**src/rtl/ibex_trace_fifo.sv**
```systemverilog
// ibex_trace_fifo: first-word-fall-through buffer of RVFI retirement records.
// Define IBEX_TRACE_TIMESTAMP_EN to add a per-record cycle timestamp.
module ibex_trace_fifo #(
   parameter int unsigned Depth = 8
) (
   input  logic                  clk_i,
   input  logic                  rst_i,
   input  logic                  rvfi_valid_i,
   input  logic [31:0]           rvfi_pc_rdata_i,
   input  logic [31:0]           rvfi_insn_i,
   input  logic [31:0]           rvfi_rd_wdata_i,
   input  logic [31:0]           rvfi_mem_addr_i,
   input  logic [4:0]            rvfi_rd_addr_i,
   input  logic                  rvfi_trap_i,
   input  logic                  clear_i,
   output logic                  trace_valid_o,
   input  logic                  trace_ready_i,
   output logic [31:0]           trace_pc_o,
   output logic [31:0]           trace_insn_o,
   output logic [31:0]           trace_rd_wdata_o,
   output logic [31:0]           trace_mem_addr_o,
   output logic [4:0]            trace_rd_addr_o,
   output logic                  trace_trap_o,
   output logic                  trace_gap_o,
`ifdef IBEX_TRACE_TIMESTAMP_EN
   output logic [31:0]           trace_time_o,
`endif
   output logic [$clog2(Depth):0] level_o,
   output logic                  overflow_o,
   output logic [15:0]           drop_cnt_o
);

   localparam int unsigned AW = $clog2(Depth);
   localparam int unsigned LW = AW + 1;
   localparam logic [LW-1:0] Full = LW'(Depth);

   typedef struct packed {
      logic [31:0] pc;
      logic [31:0] insn;
      logic [31:0] rd_wdata;
      logic [31:0] mem_addr;
      logic [4:0]  rd_addr;
      logic        trap;
      logic        gap;
`ifdef IBEX_TRACE_TIMESTAMP_EN
      logic [31:0] tstamp;
`endif
   } rec_t;

   rec_t          mem [Depth];
   rec_t          wr_rec;
   rec_t          head;
   logic [AW-1:0] wptr;
   logic [AW-1:0] rptr;
   logic [LW-1:0] count;
   logic          gap_pend;
   logic          full;
   logic          pop;
   logic          push;
   logic          drop;

`ifdef IBEX_TRACE_TIMESTAMP_EN
   logic [31:0] tstamp;

   // Free-running; clear_i deliberately leaves it alone.
   always_ff @(posedge clk_i) begin
      if (rst_i) tstamp <= '0;
      else       tstamp <= tstamp + 32'd1;
   end
`endif

   assign full          = (count == Full);
   assign trace_valid_o = (count != '0);
   assign pop           = trace_valid_o & trace_ready_i;
   assign push          = rvfi_valid_i & (~full | pop);
   assign drop          = rvfi_valid_i & full & ~pop;

   always_comb begin
      wr_rec          = '0;
      wr_rec.pc       = rvfi_pc_rdata_i;
      wr_rec.insn     = rvfi_insn_i;
      wr_rec.rd_wdata = rvfi_rd_wdata_i;
      wr_rec.mem_addr = rvfi_mem_addr_i;
      wr_rec.rd_addr  = rvfi_rd_addr_i;
      wr_rec.trap     = rvfi_trap_i;
      wr_rec.gap      = gap_pend;
`ifdef IBEX_TRACE_TIMESTAMP_EN
      wr_rec.tstamp   = tstamp;
`endif
   end

   always_ff @(posedge clk_i) begin
      if (push && !rst_i && !clear_i) mem[wptr] <= wr_rec;
   end

   always_ff @(posedge clk_i) begin
      if (rst_i || clear_i) begin
         wptr       <= '0;
         rptr       <= '0;
         count      <= '0;
         overflow_o <= 1'b0;
         drop_cnt_o <= '0;
         gap_pend   <= 1'b0;
      end else begin
         if (push) wptr <= wptr + AW'(1);
         if (pop)  rptr <= rptr + AW'(1);
         case ({push, pop})
            2'b10:   count <= count + LW'(1);
            2'b01:   count <= count - LW'(1);
            default: count <= count;
         endcase
         if (drop) begin
            overflow_o <= 1'b1;
            gap_pend   <= 1'b1;
            if (drop_cnt_o != 16'hFFFF) drop_cnt_o <= drop_cnt_o + 16'd1;
         end else if (push) begin
            gap_pend <= 1'b0;
         end
      end
   end

   // Zero the head view whenever the buffer is empty.
   assign head = trace_valid_o ? mem[rptr] : '0;

   assign trace_pc_o       = head.pc;
   assign trace_insn_o     = head.insn;
   assign trace_rd_wdata_o = head.rd_wdata;
   assign trace_mem_addr_o = head.mem_addr;
   assign trace_rd_addr_o  = head.rd_addr;
   assign trace_trap_o     = head.trap;
   assign trace_gap_o      = head.gap;
`ifdef IBEX_TRACE_TIMESTAMP_EN
   assign trace_time_o     = head.tstamp;
`endif
   assign level_o          = count;

endmodule

```
**config.mk**
```make
export PLATFORM = sky130hd
export DESIGN_NAME = ibex_trace_fifo
export DESIGN_NICKNAME = d
export VERILOG_FILES = /design/src/rtl/ibex_trace_fifo.sv
export SDC_FILE = /design/constraint.sdc
export NUM_CORES = 1
export LEC_CHECK = 0
export CAP_MARGIN = 40
export CORE_ASPECT_RATIO = 1.4
export CORE_MARGIN = 4
export CORE_UTILIZATION = 50
export CTS_BUF_LIST = sky130_fd_sc_hd__clkbuf_16
export DETAILED_ROUTE_END_ITERATION = 8
export PLACE_DENSITY = 0.7
export SKIP_LAST_GASP = 1
export SLEW_MARGIN = 10
export SYNTH_ARGS = -nofsm -noshare
export SYNTH_HDL_FRONTEND = slang
export SYNTH_SLANG_ARGS = --single-unit
```
**constraint.sdc**
```tcl
create_clock -name clk_i -period 24.2 [get_ports clk_i]
set_clock_uncertainty 0.15 [all_clocks]
set_input_delay 4.84 -clock clk_i [delete_from_list [all_inputs] [get_ports clk_i]]
set_output_delay 4.84 -clock clk_i [all_outputs]
set_load 0.05 [all_outputs]
```
==> run metrics, run 1 <==
clock-pin slew on the worst setup and hold paths 0.07 ns; I/O pins 296; Core ar. about 84000 um^2; total CTS buffers ~100; most common cell in the netlist edfxtp_1; antenna violations before repair 11; status complete, no violations; Worst slew margin 17.43%; Placed Area 47090 um^2; Int Power 3057 uW; Yosys cell types 47; crit start category register; final WL roughly 90000 um; R2R depth 6; CTS tree built; Post-synth top cells edfxtp_1 (1080), mux4_2 (270), nor2_1 (152); Die Height roughly 350 um; Logic pwr share ~4.4%; deepest level of the CTS H-tree 3; crit-path max FO 38; net count after synthesis 2054; share of post-route cells with drive strength above 1 21.40%; min-delay src overflow_o; syn avg cell area approximately 22 um^2; dominant cells by area after synthesis edfxtp_1 (76%), mux4_2 (14%), mux2i_1 (3.3%), dfxtp_1 (1.5%), nor2_1 (1.3%); Synth top area share 76.42%; worst r2r dst mem[6][90]; GRT overflow 0; LEAKAGE ~0.015 uW; worst hold path endpoint overflow_o; overall power slightly below 4000 uW; setup TNS 0 ns; drt drc 0; ys flop type edfxtp_1; wire length per cell between 20 and 30 um; insertion delay to the later sink of the worst-skew pair 0.65 ns; Clock Path Buffers 3; endpoints failing setup 0; clock tree root buffer cell clkbuf_16; Area growth, synth to finish 18.75%; post-CTS setup buffers 0; die width about 250 um; footprint of the multi-input gates 8969 um^2; CP endpoint kind output port; pwr dens 76.32 nW/um^2; largest net degree at the start of global routing 163; CP Cell Sequence buf_4, buf_16, buf_4, buf_16, mux4_2, mux2i_1, nor2_1, clkdlybuf4s50_1; Hold WC Path Type reg2reg; Slowest-stage cell, CP dfxtp_4; vias per cell 5.853; Worst R2R Setup Slack between 20 and 25 ns; vias in the first global route 21733; register bit total from synthesis about 1100; Die Area 89660 um^2; Tightest Pin Transition 1.238 ns; DRT antenna net count 0; critical setup path kind reg2out; worst vdd ir 0.07159 mV; Net Sw Frac about a fifth; final net count 2410; Port Buffers 295; number of synthesized flops with an enable pin roughly 1100; sequential area share after synthesis 77.88%; max-slew violations 0; Final Instance Area a little over 50000 um^2; post-cts hold buffer count 0; Flop pwr share 55.2%; Iteration-0 DRC Markers approximately 1500; Reg area 33060 um^2; post-CTS sizing 0; Netlist Area Pre-Place 42440 um^2; Final HPWL DP 51720 um; Filler cells 5961; # rows 126; Final Critical Period between 9 and 10 ns; max-cap violations 0; CP required 19.21 ns; WHS Path Cells 2; Final Cycle Share 39.70%; synthesized instance count 1911; Sw Pwr 789.5 uW; Final GP Congestion just under 0.8; aggregate global-route resource usage 20.23%; asr flop ratio synth 0%; CP max stage delay 0.84 ns; Worst EP arrival 4.62 ns; first-pass GRT wire length 136900 um; Fin. Hold Viols 0; Initial Util around 50%; clk sinks 1111; yosys warns 0; TritonRoute pass-1 iters 5; Yosys top cell by area edfxtp_1; fmax 104.1 MHz; Clk pwr share 40.4%; r2r startpoint level_o[1]; RSZ-0062 raised after global routing false; total number of vias 20188
==> layout make-up <==
cell class	count	share of cell area [%]
timing repair buffer	354	7.374
clock buffer	105	5.214
clock inverter	83	1.234
antenna	10	0.04966
tap	1088	2.701
sequential	1111	65.61
inverter	3	0.02235
multi-input combinational	695	17.80
==> how the worst max path moves through the flow <==
stage	depth (start not counted)	endpoint	start	slack, ns
final	8	trace_insn_o[14]	register	14.59
after global routing	8	trace_insn_o[24]	register	14.14
after CTS	7	trace_insn_o[6]	register	14.26
after detailed placement	7	trace_insn_o[6]	register	14.97
after global placement	6	trace_insn_o[19]	register	14.70
after floorplan	4	mem[0][0]	rvfi_valid_i	4.93
==> power groups by stage <==
stage / registers [uW] / logic (uW) / clock network (uW)
2_1_floorplan: 2170 / 87.2 / 0
3_3_place_gp: 2160 / 165 / 0
3_5_place_dp: 2160 / 172 / 0
4_1_cts: 2120 / 172 / 1590
5_1_grt: 2120 / 181 / 1680
6_report: 2120 / 170 / 1550
==> state kept, by name, summed over array words and instances (netlist names), named ones only <==
signal and count:
level_o 4, rptr 3, drop_cnt_o 16, overflow_o 1, gap_pend 1, wptr 3, mem 1080
==> metrics by stage <==
stage	utilization (%)	hold WS (ns)	cells	setup slack, ns
after global routing	59.84	0.3538	3443	14.14
after detailed placement	55.94	0.3241	3250	14.97
after global placement	55.45	0.3072	3233	14.70
after CTS	59.80	0.3418	3438	14.26
after floorplan	-	0.3041	1911	4.931
final	59.86	0.3353	3449	14.59
==> layout by cell type, fill, tap and decap left out, drive strengths merged, types with 4 or more instances in the layout <==
| cell type | n |
|---|---|
| buf | 59 |
| mux4 | 270 |
| a21oi | 16 |
| mux2i | 138 |
| diode | 10 |
| nand4 | 6 |
| ha | 4 |
| nand2 | 17 |
| bufinv | 8 |
| o21ai | 10 |
| clkinvlp | 7 |
| clkdlybuf4s50 | 295 |
| or4 | 6 |
| inv | 28 |
| o21a | 4 |
| nand3 | 9 |
| dfxtp | 31 |
| clkinv | 43 |
| clkbuf | 105 |
| edfxtp | 1080 |
| o31ai | 5 |
| nor3 | 10 |
| nand2b | 4 |
| nor4 | 8 |
| or3 | 5 |
| nor2 | 152 |
==> layer usage <==
| metal | part of all wire, % | vias up | global-route usage, % |
|---|---|---|---|
| met4 | 1.9 | 4 | 5.060 |
| met5 | 0.038 | - | 0 |
| met2 | 53 | 595 | 34.91 |
| met1 | 39 | 10785 | 26.62 |
| met3 | 6.1 | 111 | 4.145 |
| li1 | - | 8693 | - |
==> critical path, delay by kind of cell, from the launching register on <==
kind | cells | cell delay (ns)
simple gates | 1 | 0.09
buf+inv | 5 | 2.24
mux | 2 | 0.73
flops | 1 | 0.84
==> logic make-up (layout without fill, tap and decap cells) <==
group           count (synthesis)  in the layout  share of synthesized area (%)
compound gates                 52             52                         0.7873
xor+xnor                        2              2                        0.04128
fa+ha+maj                       4              4                         0.1179
buf+inv                       105            545                          1.123
flops                        1111           1111                          77.88
mux                           408            408                          17.58
other cells                     0             10                              0
simple gates                  229            229                          2.462
Note: power is estimated with default switching activity, not from simulation.
==> run 2, diff against run 1 <==
==> constraint.sdc (replaced) <==
create_clock -name clk_i -period 9.55 [get_ports clk_i]
set_clock_uncertainty 0.15 [all_clocks]
set_input_delay 1.91 -clock clk_i [delete_from_list [all_inputs] [get_ports clk_i]]
set_output_delay 1.91 -clock clk_i [all_outputs]
set_load 0.05 [all_outputs]
==> run metrics, run 2 (same netlist as run 1, synthesis figures left out) <==
post-CTS setup buffers 0 (unchanged); Reg area 33060 um^2 (unchanged); Initial Util 50.41% (unchanged); overall power 9913 uW (was 3846 uW); # rows 126 (unchanged); Largest Register mem (unchanged); CP max stage delay 0.74 ns (was 0.84 ns); Final Instance Area 50400 um^2 (was 50390 um^2); TritonRoute pass-1 iters 7 (was 5); insertion delay to the later sink of the worst-skew pair 0.67 ns (was 0.65 ns); first-pass GRT wire length 137000 um (was 136900 um); Die Height 352.7 um (unchanged); Area growth, synth to finish 18.76% (was 18.75%); CP endpoint trace_rd_wdata_o[27] (was trace_insn_o[14]); Worst slew margin 29.13% (was 17.43%); Filler cells 5963 (was 5961); worst r2r dst mem[3][107] (was mem[6][90]); final net count 2394 (was 2410); CP Cell Sequence buf_4, buf_4, mux4_2, mux2i_1, nor2_1, clkdlybuf4s50_1 (was buf_4, buf_16, buf_4, buf_16, mux4_2, mux2i_1, nor2_1, clkdlybuf4s50_1); Final Cycle Share 64.29%; aggregate global-route resource usage 20.40% (was 20.23%); Iteration-0 DRC Markers 1388 (was 1482); Net Sw Frac 20.27% (was 20.53%); endpoints failing setup 0 (unchanged); clock tree root buffer cell clkbuf_16 (unchanged); wire length per cell 26.19 um (was 26.04 um); Die Area 89660 um^2 (unchanged); post-CTS sizing 0 (unchanged); worst vdd ir 0.1545 mV (was 0.07159 mV); drt drc 0 (unchanged); Int Power 7903 uW (was 3057 uW); antenna violations before repair 17 (was 11); Sw Pwr 2010 uW (was 789.5 uW); R2R depth 5 (was 6); CP endpoint kind output port (unchanged); commonest cells after routing, fill and taps aside edfxtp_1 (1080), clkdlybuf4s50_1 (295), mux4_2 (270) (unchanged); GRT overflow 0 (unchanged); r2r startpoint level_o[1] (unchanged); deepest level of the CTS H-tree 3 (unchanged); pwr dens 196.7 nW/um^2 (was 76.32 nW/um^2); Clock Path Buffers 3 (unchanged); Worst R2R Setup Slack 6.09 ns (was 20.31 ns); Logic pwr share 4.3% (was 4.4%); commonest non-fill, non-tap cell in the layout edfxtp_1 (unchanged); largest net degree at the start of global routing 135 (was 163); LEAKAGE 0.01519 uW (was 0.01522 uW); Placed Area 46940 um^2 (was 47090 um^2); fmax 162.9 MHz; vias in the first global route 21591 (was 21733); crit-path max FO 38 (unchanged); Flop pwr share 54.2% (was 55.2%); CTS tree built (unchanged); most frequent CP cell buf_4; Tightest Pin Transition 1.063 ns (was 1.238 ns); status complete, no violations (unchanged); Port Buffers 295 (unchanged); max-slew violations 0 (unchanged); Hold WC Path Type reg2reg (unchanged); total number of vias 20054 (was 20188); clk sinks 1111 (unchanged); Slowest-stage cell, CP buf_4 (was dfxtp_4); crit start category register (unchanged); final WL 89950 um (was 89800 um); die width 254.2 um (unchanged); Final GP Congestion 0.7451 (was 0.7819); clock-pin slew on the worst setup and hold paths 0.06 ns (was 0.07 ns); Core ar. 84190 um^2 (unchanged); Worst EP arrival 4.08 ns (was 4.62 ns); Clk pwr share 41.4% (was 40.4%); total CTS buffers 104 (was 102); post-cts hold buffer count 0 (unchanged); footprint of the multi-input gates 8999 um^2 (was 8969 um^2); DRT antenna net count 0 (unchanged); RSZ-0062 raised after global routing false (unchanged); max-cap violations 0 (unchanged); CP required 7.49 ns (was 19.21 ns); Final Critical Period slightly above 6 ns; share of post-route cells with drive strength above 1 20.59% (was 21.40%); critical setup path kind reg2out (unchanged); max reg flops 1080 (unchanged); I/O pins 296 (unchanged); Fin. Hold Viols 0 (unchanged); Final HPWL DP 48360 um (was 51720 um); vias per cell 5.840 (was 5.853)
[run 2: changes by cell type in the layout (fill, tap and decap cells not counted), sizes merged]
cell / previous run / this run
bufinv: 8 / 13
clkbuf: 105 / 106
clkinv: 43 / 46
inv: 28 / 27
clkinvlp: 7 / 2
buf: 59 / 41
[run 2: metal layers]
layer | up-vias | track usage (%) | share of wire [%]
met2 | 579 | 34.95 | 52
met4 | 10 | 6.652 | 2.4
met3 | 127 | 4.286 | 6.2
met1 | 10641 | 26.28 | 39
met5 | - | 0 | 0.062
li1 | 8697 | - | -
[run 2: stage by stage]
step / utilization [%] / instances / hold WS [ns] / worst slack [ns] / setup TNS (ns)
6_report: 59.87 / 3434 / 0.3294 / 3.410 / 0
3_5_place_dp: 55.75 / 3233 / 0.3187 / 3.969 / 0
3_3_place_gp: 55.48 / 3223 / 0.3129 / 3.983 / 0
5_1_grt: 59.86 / 3431 / 0.3642 / 3.100 / 0
4_1_cts: 59.84 / 3424 / 0.3291 / 3.229 / 0
2_1_floorplan: - / 1911 / 0.3041 / -1.066 / -143.87
[run 2: how the worst min path moves through the flow]
stage | startpoint | end | cells after the start
after floorplan | rptr[1] | register | 2
after global placement | rptr[1] | register | 2
after detailed placement | rptr[1] | register | 2
after CTS | rptr[1] | register | 2
after global routing | rptr[1] | register | 2
final | rptr[1] | register | 2
[run 2: power groups by stage]
stage                     clock network [uW]  logic [uW]  registers, uW
after floorplan                            0         221           5490
after global placement                     0         419           5480
after detailed placement                   0         433           5480
after CTS                               4200         435           5380
after global routing                    4420         458           5370
final                                   4110         429           5380
[run 2: final cells by class]
| class | instances | area share, % |
|---|---|---|
| antenna | 10 | 0.04965 |
| tap | 1088 | 2.701 |
| clock inverter | 85 | 1.557 |
| clock buffer | 106 | 5.263 |
| multi-input combinational | 695 | 17.85 |
| sequential | 1111 | 65.60 |
| inverter | 3 | 0.02234 |
| timing repair buffer | 336 | 6.951 |
[run 2: critical path: cells and delay by family, from the launching register on]
| kind | cells | cell delay (ns) |
|---|---|---|
| buffers and inverters | 3 | 2.01 |
| DFF | 1 | 0.38 |
| and+or+nand+nor | 1 | 0.08 |
| muxes | 2 | 0.88 |
==> RTL change (flow settings as in run 1) <==
`Depth`: 8 -> 16.
--- a/src/rtl/ibex_trace_fifo.sv
+++ b/src/rtl/ibex_trace_fifo.sv
@@ -1,7 +1,7 @@
 // ibex_trace_fifo: first-word-fall-through buffer of RVFI retirement records.
 // Define IBEX_TRACE_TIMESTAMP_EN to add a per-record cycle timestamp.
 module ibex_trace_fifo #(
-   parameter int unsigned Depth = 8
+   parameter int unsigned Depth = 16
 ) (
    input  logic                  clk_i,
    input  logic                  rst_i,
Interface: changed (resized level_o); port bits go from 296 to 297. No check against the original RTL was run, so the function may have changed too.
==> RTL change against run 1 <==
- critical path depth increased by 2
- sequential cell count grew 1084
- routed wire length up 110%
- fmax shrank 13%
- combinational power up 120%
- synthesized area increased by 97%
- total power increased by 98%
- design area increased by 92%
- worst setup slack worse by 1.4 ns
==> RTL change: results (changes against run 1) <==
* DP Area at 90000 sq um (+91%)
* Placement Setup Slack at 13.40 ns (-1.56 ns)
* Status: completed
* Post-synthesis compound-gate area fraction at 0.335% (-0.45 points)
* Met3 usage at 4.91% (+0.76 points)
* Worst-skew pair later-pin latency at 0.81 ns (+0.16 ns)
* WL met3 at 14100 microns (+160%)
* Slowest CP cell: buf_12
* Final nets at 3924 (+63%)
* Sequential share of the synthesized area at 78.5% (+0.58 points)
* Mux cell area share after synthesis at 18.3% (+0.68 points)
* CP max FO at 108 (+180%)
* Met2 wire len at 96300 microns (+100%)
* Met1 WL at 73600 microns (+110%)
* Met2 Usage GRT at 36.6% (+1.7 points)
* Area occupied by multi-input gates at 17300 sq um (+93%)
* IO Port Bufs at 296 (+0.34%)
* Antenna violations before repair at 33 (+22)
* Tot GR Track Use at 21.9% (+1.7 points)
* Row cnt at 177 (+40%)
* Placed Cells at 5724 (+76%)
* Fin cells at 6116 (+77%)
* Routed WL at 188000 microns (+110%)
* Inverters at 8 (+5)
* Met1 Track Usage GR at 29.7% (+3.0 points)
* Non-Clock Buffer Count at 397 (+12%)
* Dpl hpwl at 98700 microns (+91%)
* Post-synthesis xor/xnor area fraction at 0.210% (+0.17 points)
* Most area-consuming cells after synthesis: edfxtp_1 (78%), mux4_2 (18%), and2_1 (1.0%)
==> RTL change: cell count changes in the layout (fill, tap and decap cells not counted), sizes merged, moves of 7 or more <==
cell    before   now
a21oi       16     9
and2         2   135
buf         59   101
bufinv       8    17
clkbuf     105   203
clkinv      43    97
diode       10    21
edfxtp    1080  2160
inv         28    50
mux2i      138     5
mux4       270   675
nor2       152    41
xnor2        0    15
==> RTL change: path summary, 6_finish.rpt <==
check | start | endpoint | slack (ns) | cells past startpoint
worst max-delay path | flip-flop | trace_trap_o | 13.15 | 10
worst min-delay path | overflow_o$_SDFFE_PP0P_ | overflow_o$_SDFFE_PP0P_ | 0.31 | 2
worst max register to register | level_o[1]$_SDFFE_PP0P_ | mem[9][103]$_DFFE_PP_ | 19.40 | 7
worst min register to register | overflow_o$_SDFFE_PP0P_ | overflow_o$_SDFFE_PP0P_ | 0.31 | 2
